$ cat src/rtl/muntjac_hpm_csr.sv
// Machine performance-monitor CSR responder: mcycle, minstret, mhpmcounter/mhpmevent, mcountinhibit and user shadows.
// Latency: request accepted in IDLE, response registered and presented the following cycle (1 request per 2 cycles).
// Backpressure: response held stable in RESP until rsp_ready_i; req_ready_o is low while a response is pending.
//
// Ports:
//   clk_i, rst_ni                  clock, asynchronous active-low reset
//   req_valid_i/req_ready_o        request handshake; req_num_i, req_op_i, req_wdata_i, req_priv_i qualify it
//   mcounteren_i, scounteren_i     counter-enable masks for shadow reads from S/U mode
//   rsp_valid_o/rsp_ready_i        response handshake; rsp_rdata_o (pre-access value), rsp_illegal_o
//   instret_i, event_i             per-cycle retire count and event pulses feeding the counters
module muntjac_hpm_csr #(
    parameter int unsigned NumHpm    = 4,
    parameter int unsigned NumEvents = 8
) (
    input  logic                 clk_i,
    input  logic                 rst_ni,
    input  logic                 req_valid_i,
    output logic                 req_ready_o,
    input  logic [11:0]          req_num_i,
    input  logic [1:0]           req_op_i,
    input  logic [63:0]          req_wdata_i,
    input  logic [1:0]           req_priv_i,
    input  logic [31:0]          mcounteren_i,
    input  logic [31:0]          scounteren_i,
    output logic                 rsp_valid_o,
    input  logic                 rsp_ready_i,
    output logic [63:0]          rsp_rdata_o,
    output logic                 rsp_illegal_o,
    input  logic [1:0]           instret_i,
    input  logic [NumEvents-1:0] event_i
);

    localparam logic [1:0] OP_READ  = 2'd0;
    localparam logic [1:0] OP_WRITE = 2'd1;
    localparam logic [1:0] OP_SET   = 2'd2;
    localparam logic [1:0] OP_CLEAR = 2'd3;
    localparam logic [1:0] PRIV_U   = 2'd0;
    localparam logic [1:0] PRIV_S   = 2'd1;
    localparam logic [1:0] PRIV_M   = 2'd3;

    localparam int unsigned NumCnt = 3 + NumHpm;
    // Writable inhibit bits: CY, IR and one per implemented hpm counter; TM (bit 1) is hardwired 0.
    localparam logic [32:0] InhMaskWide = ((33'd1 << NumCnt) - 33'd1) & ~33'd2;
    localparam logic [31:0] InhMask     = InhMaskWide[31:0];

    typedef enum logic {IDLE, RESP} state_e;

    state_e      state;
    logic [63:0] mcycle;
    logic [63:0] minstret;
    logic [63:0] hpm_cnt [NumHpm];
    logic [7:0]  hpm_evt [NumHpm];
    logic [31:0] inhibit;

    logic [4:0]        idx;
    logic              is_mcnt, is_inh, is_evt, is_shadow;
    logic              priv_ok, legal, accept, wr_en;
    logic [63:0]       old_val, new_val;
    logic [7:0]        evt_new;
    logic [NumHpm-1:0] hpm_inc;

    // Address decode: low five bits select the counter index within each group.
    assign idx       = req_num_i[4:0];
    assign is_mcnt   = (req_num_i[11:5] == 7'h58) && (idx != 5'd1);
    assign is_inh    = (req_num_i == 12'h320);
    assign is_evt    = (req_num_i[11:5] == 7'h19) && (idx >= 5'd3);
    assign is_shadow = (req_num_i[11:5] == 7'h60) && (idx != 5'd1);

    always_comb begin
        priv_ok = 1'b0;
        if (is_shadow) begin
            priv_ok = (req_priv_i == PRIV_M)
                   || ((req_priv_i == PRIV_S) && mcounteren_i[idx])
                   || ((req_priv_i == PRIV_U) && mcounteren_i[idx] && scounteren_i[idx]);
        end else begin
            priv_ok = (req_priv_i == PRIV_M);
        end
    end

    // Shadows are read-only: any modifying op on them faults.
    assign legal  = (is_mcnt || is_inh || is_evt || is_shadow) && priv_ok
                 && !(is_shadow && (req_op_i != OP_READ));
    assign accept = req_valid_i && req_ready_o;
    assign wr_en  = accept && legal && (req_op_i != OP_READ);

    // Unimplemented indices fall through to zero.
    always_comb begin
        old_val = '0;
        if (is_mcnt || is_shadow) begin
            if (idx == 5'd0) old_val = mcycle;
            if (idx == 5'd2) old_val = minstret;
            for (int k = 0; k < NumHpm; k++) begin
                if (idx == 5'(k + 3)) old_val = hpm_cnt[k];
            end
        end else if (is_inh) begin
            old_val = {32'd0, inhibit};
        end else if (is_evt) begin
            for (int k = 0; k < NumHpm; k++) begin
                if (idx == 5'(k + 3)) old_val = {56'd0, hpm_evt[k]};
            end
        end
    end

    always_comb begin
        case (req_op_i)
            OP_WRITE: new_val = req_wdata_i;
            OP_SET:   new_val = old_val | req_wdata_i;
            OP_CLEAR: new_val = old_val & ~req_wdata_i;
            default:  new_val = old_val;
        endcase
    end

    // Out-of-range event selectors collapse to 0 (counter disabled).
    assign evt_new = (new_val > 64'(NumEvents)) ? 8'd0 : new_val[7:0];

    always_comb begin
        hpm_inc = '0;
        for (int k = 0; k < NumHpm; k++) begin
            for (int e = 0; e < NumEvents; e++) begin
                if ((hpm_evt[k] == 8'(e + 1)) && event_i[e]) hpm_inc[k] = 1'b1;
            end
            if (inhibit[3 + k]) hpm_inc[k] = 1'b0;
        end
    end

    // Counters: a committing write replaces the value and swallows that cycle's increment.
    // Inhibit changes only affect increments from the next edge onward.
    always_ff @(posedge clk_i or negedge rst_ni) begin
        if (!rst_ni) begin
            mcycle   <= '0;
            minstret <= '0;
            inhibit  <= '0;
            for (int k = 0; k < NumHpm; k++) begin
                hpm_cnt[k] <= '0;
                hpm_evt[k] <= '0;
            end
        end else begin
            if (wr_en && is_mcnt && (idx == 5'd0)) begin
                mcycle <= new_val;
            end else if (!inhibit[0]) begin
                mcycle <= mcycle + 64'd1;
            end
            if (wr_en && is_mcnt && (idx == 5'd2)) begin
                minstret <= new_val;
            end else if (!inhibit[2]) begin
                minstret <= minstret + {62'd0, instret_i};
            end
            for (int k = 0; k < NumHpm; k++) begin
                if (wr_en && is_mcnt && (idx == 5'(k + 3))) begin
                    hpm_cnt[k] <= new_val;
                end else if (hpm_inc[k]) begin
                    hpm_cnt[k] <= hpm_cnt[k] + 64'd1;
                end
                if (wr_en && is_evt && (idx == 5'(k + 3))) begin
                    hpm_evt[k] <= evt_new;
                end
            end
            if (wr_en && is_inh) begin
                inhibit <= new_val[31:0] & InhMask;
            end
        end
    end

    always_ff @(posedge clk_i or negedge rst_ni) begin
        if (!rst_ni) begin
            state         <= IDLE;
            req_ready_o   <= 1'b1;
            rsp_valid_o   <= 1'b0;
            rsp_rdata_o   <= '0;
            rsp_illegal_o <= 1'b0;
        end else begin
            case (state)
                IDLE: begin
                    if (req_valid_i) begin
                        state         <= RESP;
                        req_ready_o   <= 1'b0;
                        rsp_valid_o   <= 1'b1;
                        rsp_rdata_o   <= legal ? old_val : 64'd0;
                        rsp_illegal_o <= !legal;
                    end
                end
                RESP: begin
                    if (rsp_ready_i) begin
                        state       <= IDLE;
                        req_ready_o <= 1'b1;
                        rsp_valid_o <= 1'b0;
                    end
                end
                default: state <= IDLE;
            endcase
        end
    end

endmodule

$ cat config.mk
export PLATFORM = sky130hd
export DESIGN_NAME = muntjac_hpm_csr
export DESIGN_NICKNAME = d
export VERILOG_FILES = /design/src/rtl/muntjac_hpm_csr.sv
export SDC_FILE = /design/constraint.sdc
export NUM_CORES = 2
export LEC_CHECK = 0
export CAP_MARGIN = 30
export CELL_PAD_IN_SITES_DETAIL_PLACEMENT = 1
export CELL_PAD_IN_SITES_GLOBAL_PLACEMENT = 1
export CORE_MARGIN = 10
export CORE_UTILIZATION = 49
export CTS_CLUSTER_DIAMETER = 200
export DETAILED_ROUTE_END_ITERATION = 8
export HOLD_SLACK_MARGIN = 0.02
export PLACE_DENSITY = 0.89
export SYNTH_ARGS = -nofsm -noshare
export SYNTH_HDL_FRONTEND = slang
export SYNTH_SLANG_ARGS = --single-unit
export TNS_END_PERCENT = 1
$ cat constraint.sdc
create_clock -name clk_i -period 8.61 [get_ports clk_i]
set_clock_uncertainty 0.05 [all_clocks]
set_input_delay 0.861 -clock clk_i [delete_from_list [all_inputs] [get_ports clk_i]]
set_output_delay 0.861 -clock clk_i [all_outputs]
set_load 0.01 [all_outputs]
==> flow_summary.toml <==
[run_status]
status = "completed"

[finish]
fillers = 7529
drive_gt1_share_pct = 7.33
area_delta_synth_final_pct = 15.3
post-route-util_pct = 56.9
nets = 4028
final_cells = 4758
final_common_cell = "nor2_1"
layout_common_cells = "nor2_1 (511), dfrtp_1 (489), nand2_1 (382), a21oi_1 (371), xnor2_1 (299)"

[die]
initial_core_util_pct = 49.4
die_area_um2 = 75300
core-area_um2 = 64200
die_height_um = 274
pin_count = 225
fp.dieW_um = 274
num_rows = 93

[routing]
routed_wl_um = 149000
drcViolationCount = 0
first_pass_iters = 6
num_vias = 33088
wl_per_cell_um = 31.3
ant_nets = 0
drt_iter0_markers = 4658
viasPerCell = 6.95

[sta]
fin_crit_sh_pct = 71.4
maxSlewHeadroom_pct = 18.6
timing.setup.tns_ns = 0
tightest_slew_ns = 1.22
timing.final.hold_violations = 0
rsz0062_at_grt = "false"
slew_viol_final = 0
max_clock_freq_mhz = 163
hold_ws_ns = 0.106
setup_viol = 0
fin_crit_ns = 6.14

[placement]
place_inst = 4657
port-buffer-count = 224
place_congestion = 1.00
hpwlAfterDp_um = 105000

[clock_network]
cts_sinks = 490
holdBufCountCts = 0
tritoncts = "done"
clockRootBuffer = "clkbuf_16"
clockBufferDepth = 3
clkSlewWorstSetupHoldPaths_ns = 0.06
post_cts_buffers = 0
h-tree-depth = 2
clk_latency_ns = 0.66
cts_resized = 0
cts_made_buffers = 55

[grt]
gr-total-overflow = 0
grt_pass1_wl_um = 220000
grt_pass1_vias = 33921
antenna_found_initial = 7
grt_max_degree = 159
grtUsageTotal_pct = 38.7

[job]
max_cap_violations = 0

[critical_path]
worstSetupPathType = "input port to flop"
worstPathArrival_ns = 6.56
end_kind = "flop"
required_ns = 9.02
reg2reg_slack_ns = 4.08
worstSetupStartpointType = "input port"
crit_fanout = 64
critPathLaunch = "req_num_i[4]"
r2r_start = "hpm_cnt[228]$_DFFE_PN0P_"

[worst_hold_path]
min_path_type = "input port to async pin"

[pwr]
powerDensity_nw_per_um2 = 150
max-vdd-ir-drop_uv = 149
leakage_nw = 15.4

[synth]
async_reset_ff_share_pct = 100
ys_seq_elements = 490
ys_dominant_reg_cell = "dfrtp_1"
synthesis.area_um2 = 31700
avgSynthCellArea_um2 = 8.52
synthCells = 3723
synth-edff-count = 0
ys_types = 94
synth_fp_nets = 3889
yosysSeqAreaShare_pct = 38.7
yosys_warnings = 0
-- state kept, by name, indices dropped and copies added, names as in the netlist, 6 cells and up --
signal and cells:
hpm_cnt 256, mcycle 64, minstret 64, rsp_rdata_o 64, hpm_evt 32, inhibit 6
-- Yosys cell counts, types with 12 or more instances --
cell      number  share of area, %
o221ai_1      20              0.55
xor2_1       135               3.7
o22ai_1       28              0.55
or2_2         18              0.36
dfrtp_1      489                39
buf_1         16              0.19
or3_1         23              0.45
and4_1        24              0.66
nor2_1       515               6.1
nand2_1      383               4.5
and3_1        87               1.7
mux4_2        20               1.4
nand4_1      102               2.0
a22o_1        38               1.0
nand3_1      153               2.4
a21o_1        20              0.47
a221oi_1      14              0.39
clkbuf_1     115               1.4
o211ai_1      28              0.66
a32o_1        16              0.50
xnor2_1      299               8.3
nor2b_1       15              0.30
buf_2         76               1.2
a21oi_1      372               5.9
mux2i_1      108               3.4
inv_1         52              0.62
nor3_1        79               1.2
o41ai_1       12              0.33
o21ai_0      129               2.0
o31ai_1       13              0.31
nor4_1        27              0.53
nand3b_1      13              0.31
mux2_2        23              0.82
buf_4         19              0.45
and2_1        32              0.63
-- worst max-delay path, stage by stage --
cell and delay, ns:
clkdlybuf4s50_1 0.83, or3_1 0.98, nor4_1 0.49, a211oi_1 0.11, a311oi_2 0.58, nand2_1 0.14
or4_1 0.83, nor2_4 0.24, buf_4 0.50, buf_4 0.68, o21ai_0 0.23
-- cell type report --
type                       instances  area (µm²)  area share, %
multi-input combinational       2948       18300           50.0
sequential                       490       12300           33.5
timing repair buffer             313        2980           8.14
clock buffer                      81        1600           4.39
tap                              855        1070           2.93
inverter                          54         203          0.554
clock inverter                    15         154          0.421
antenna                            2        5.00         0.0137
-- power by group --
| part | internal [W] | switching, W | total [W] |
|---|---|---|---|
| Sequential | 0.00233 | 0.0000361 | 0.00236 |
| Clock | 0.00137 | 0.00106 | 0.00242 |
| Combinational | 0.000228 | 0.000486 | 0.000715 |
| Total | 0.00392 | 0.00158 | 0.00550 |
-- routing by layer --
layer / share of wire [%] / GRT usage (%)
met1: 36 / 47.2
met2: 43 / 57.7
met3: 14 / 12.7
met4: 8.2 / 25.9
met5: 0.058 / 0
-- per-stage QoR --
stage	power (W)	setup slack, ns	instance area [µm²]
3_3_place_gp	0.00304	2.36	34700
4_1_cts	0.00544	2.73	36500
3_5_place_dp	0.00306	2.11	34800
5_1_grt	0.00561	2.24	36600
2_1_floorplan	0.00270	4.80	31700
6_report	0.00550	2.47	36600
-- cell families after synthesis --
logic type / after synthesis / synth area share (%)
and+or+nand+nor: 1536 / 23.1
AOI/OAI and AO/OA: 818 / 16.3
DFF: 490 / 38.7
xor gates and xnor gates: 434 / 12.0
buffers and inverters: 285 / 4.02
muxes: 152 / 5.68
adders and majority gates: 8 / 0.339
-- final timing paths --
kind	cells after the start	end
worst min register to register	2	rsp_rdata_o[60]$_DFFE_PN0P_
worst max-delay path	11	hpm_cnt[31]$_DFFE_PN0P_
worst max register to register	9	hpm_evt[10]$_DFFE_PN0P_
worst min-delay path	1	hpm_cnt[202]$_DFFE_PN0P_
max in group asynchronous	4	rsp_rdata_o[53]$_DFFE_PN0P_
min in group clk_i	2	rsp_rdata_o[60]$_DFFE_PN0P_
No activity file was read; power rests on OpenSTA's default activity.
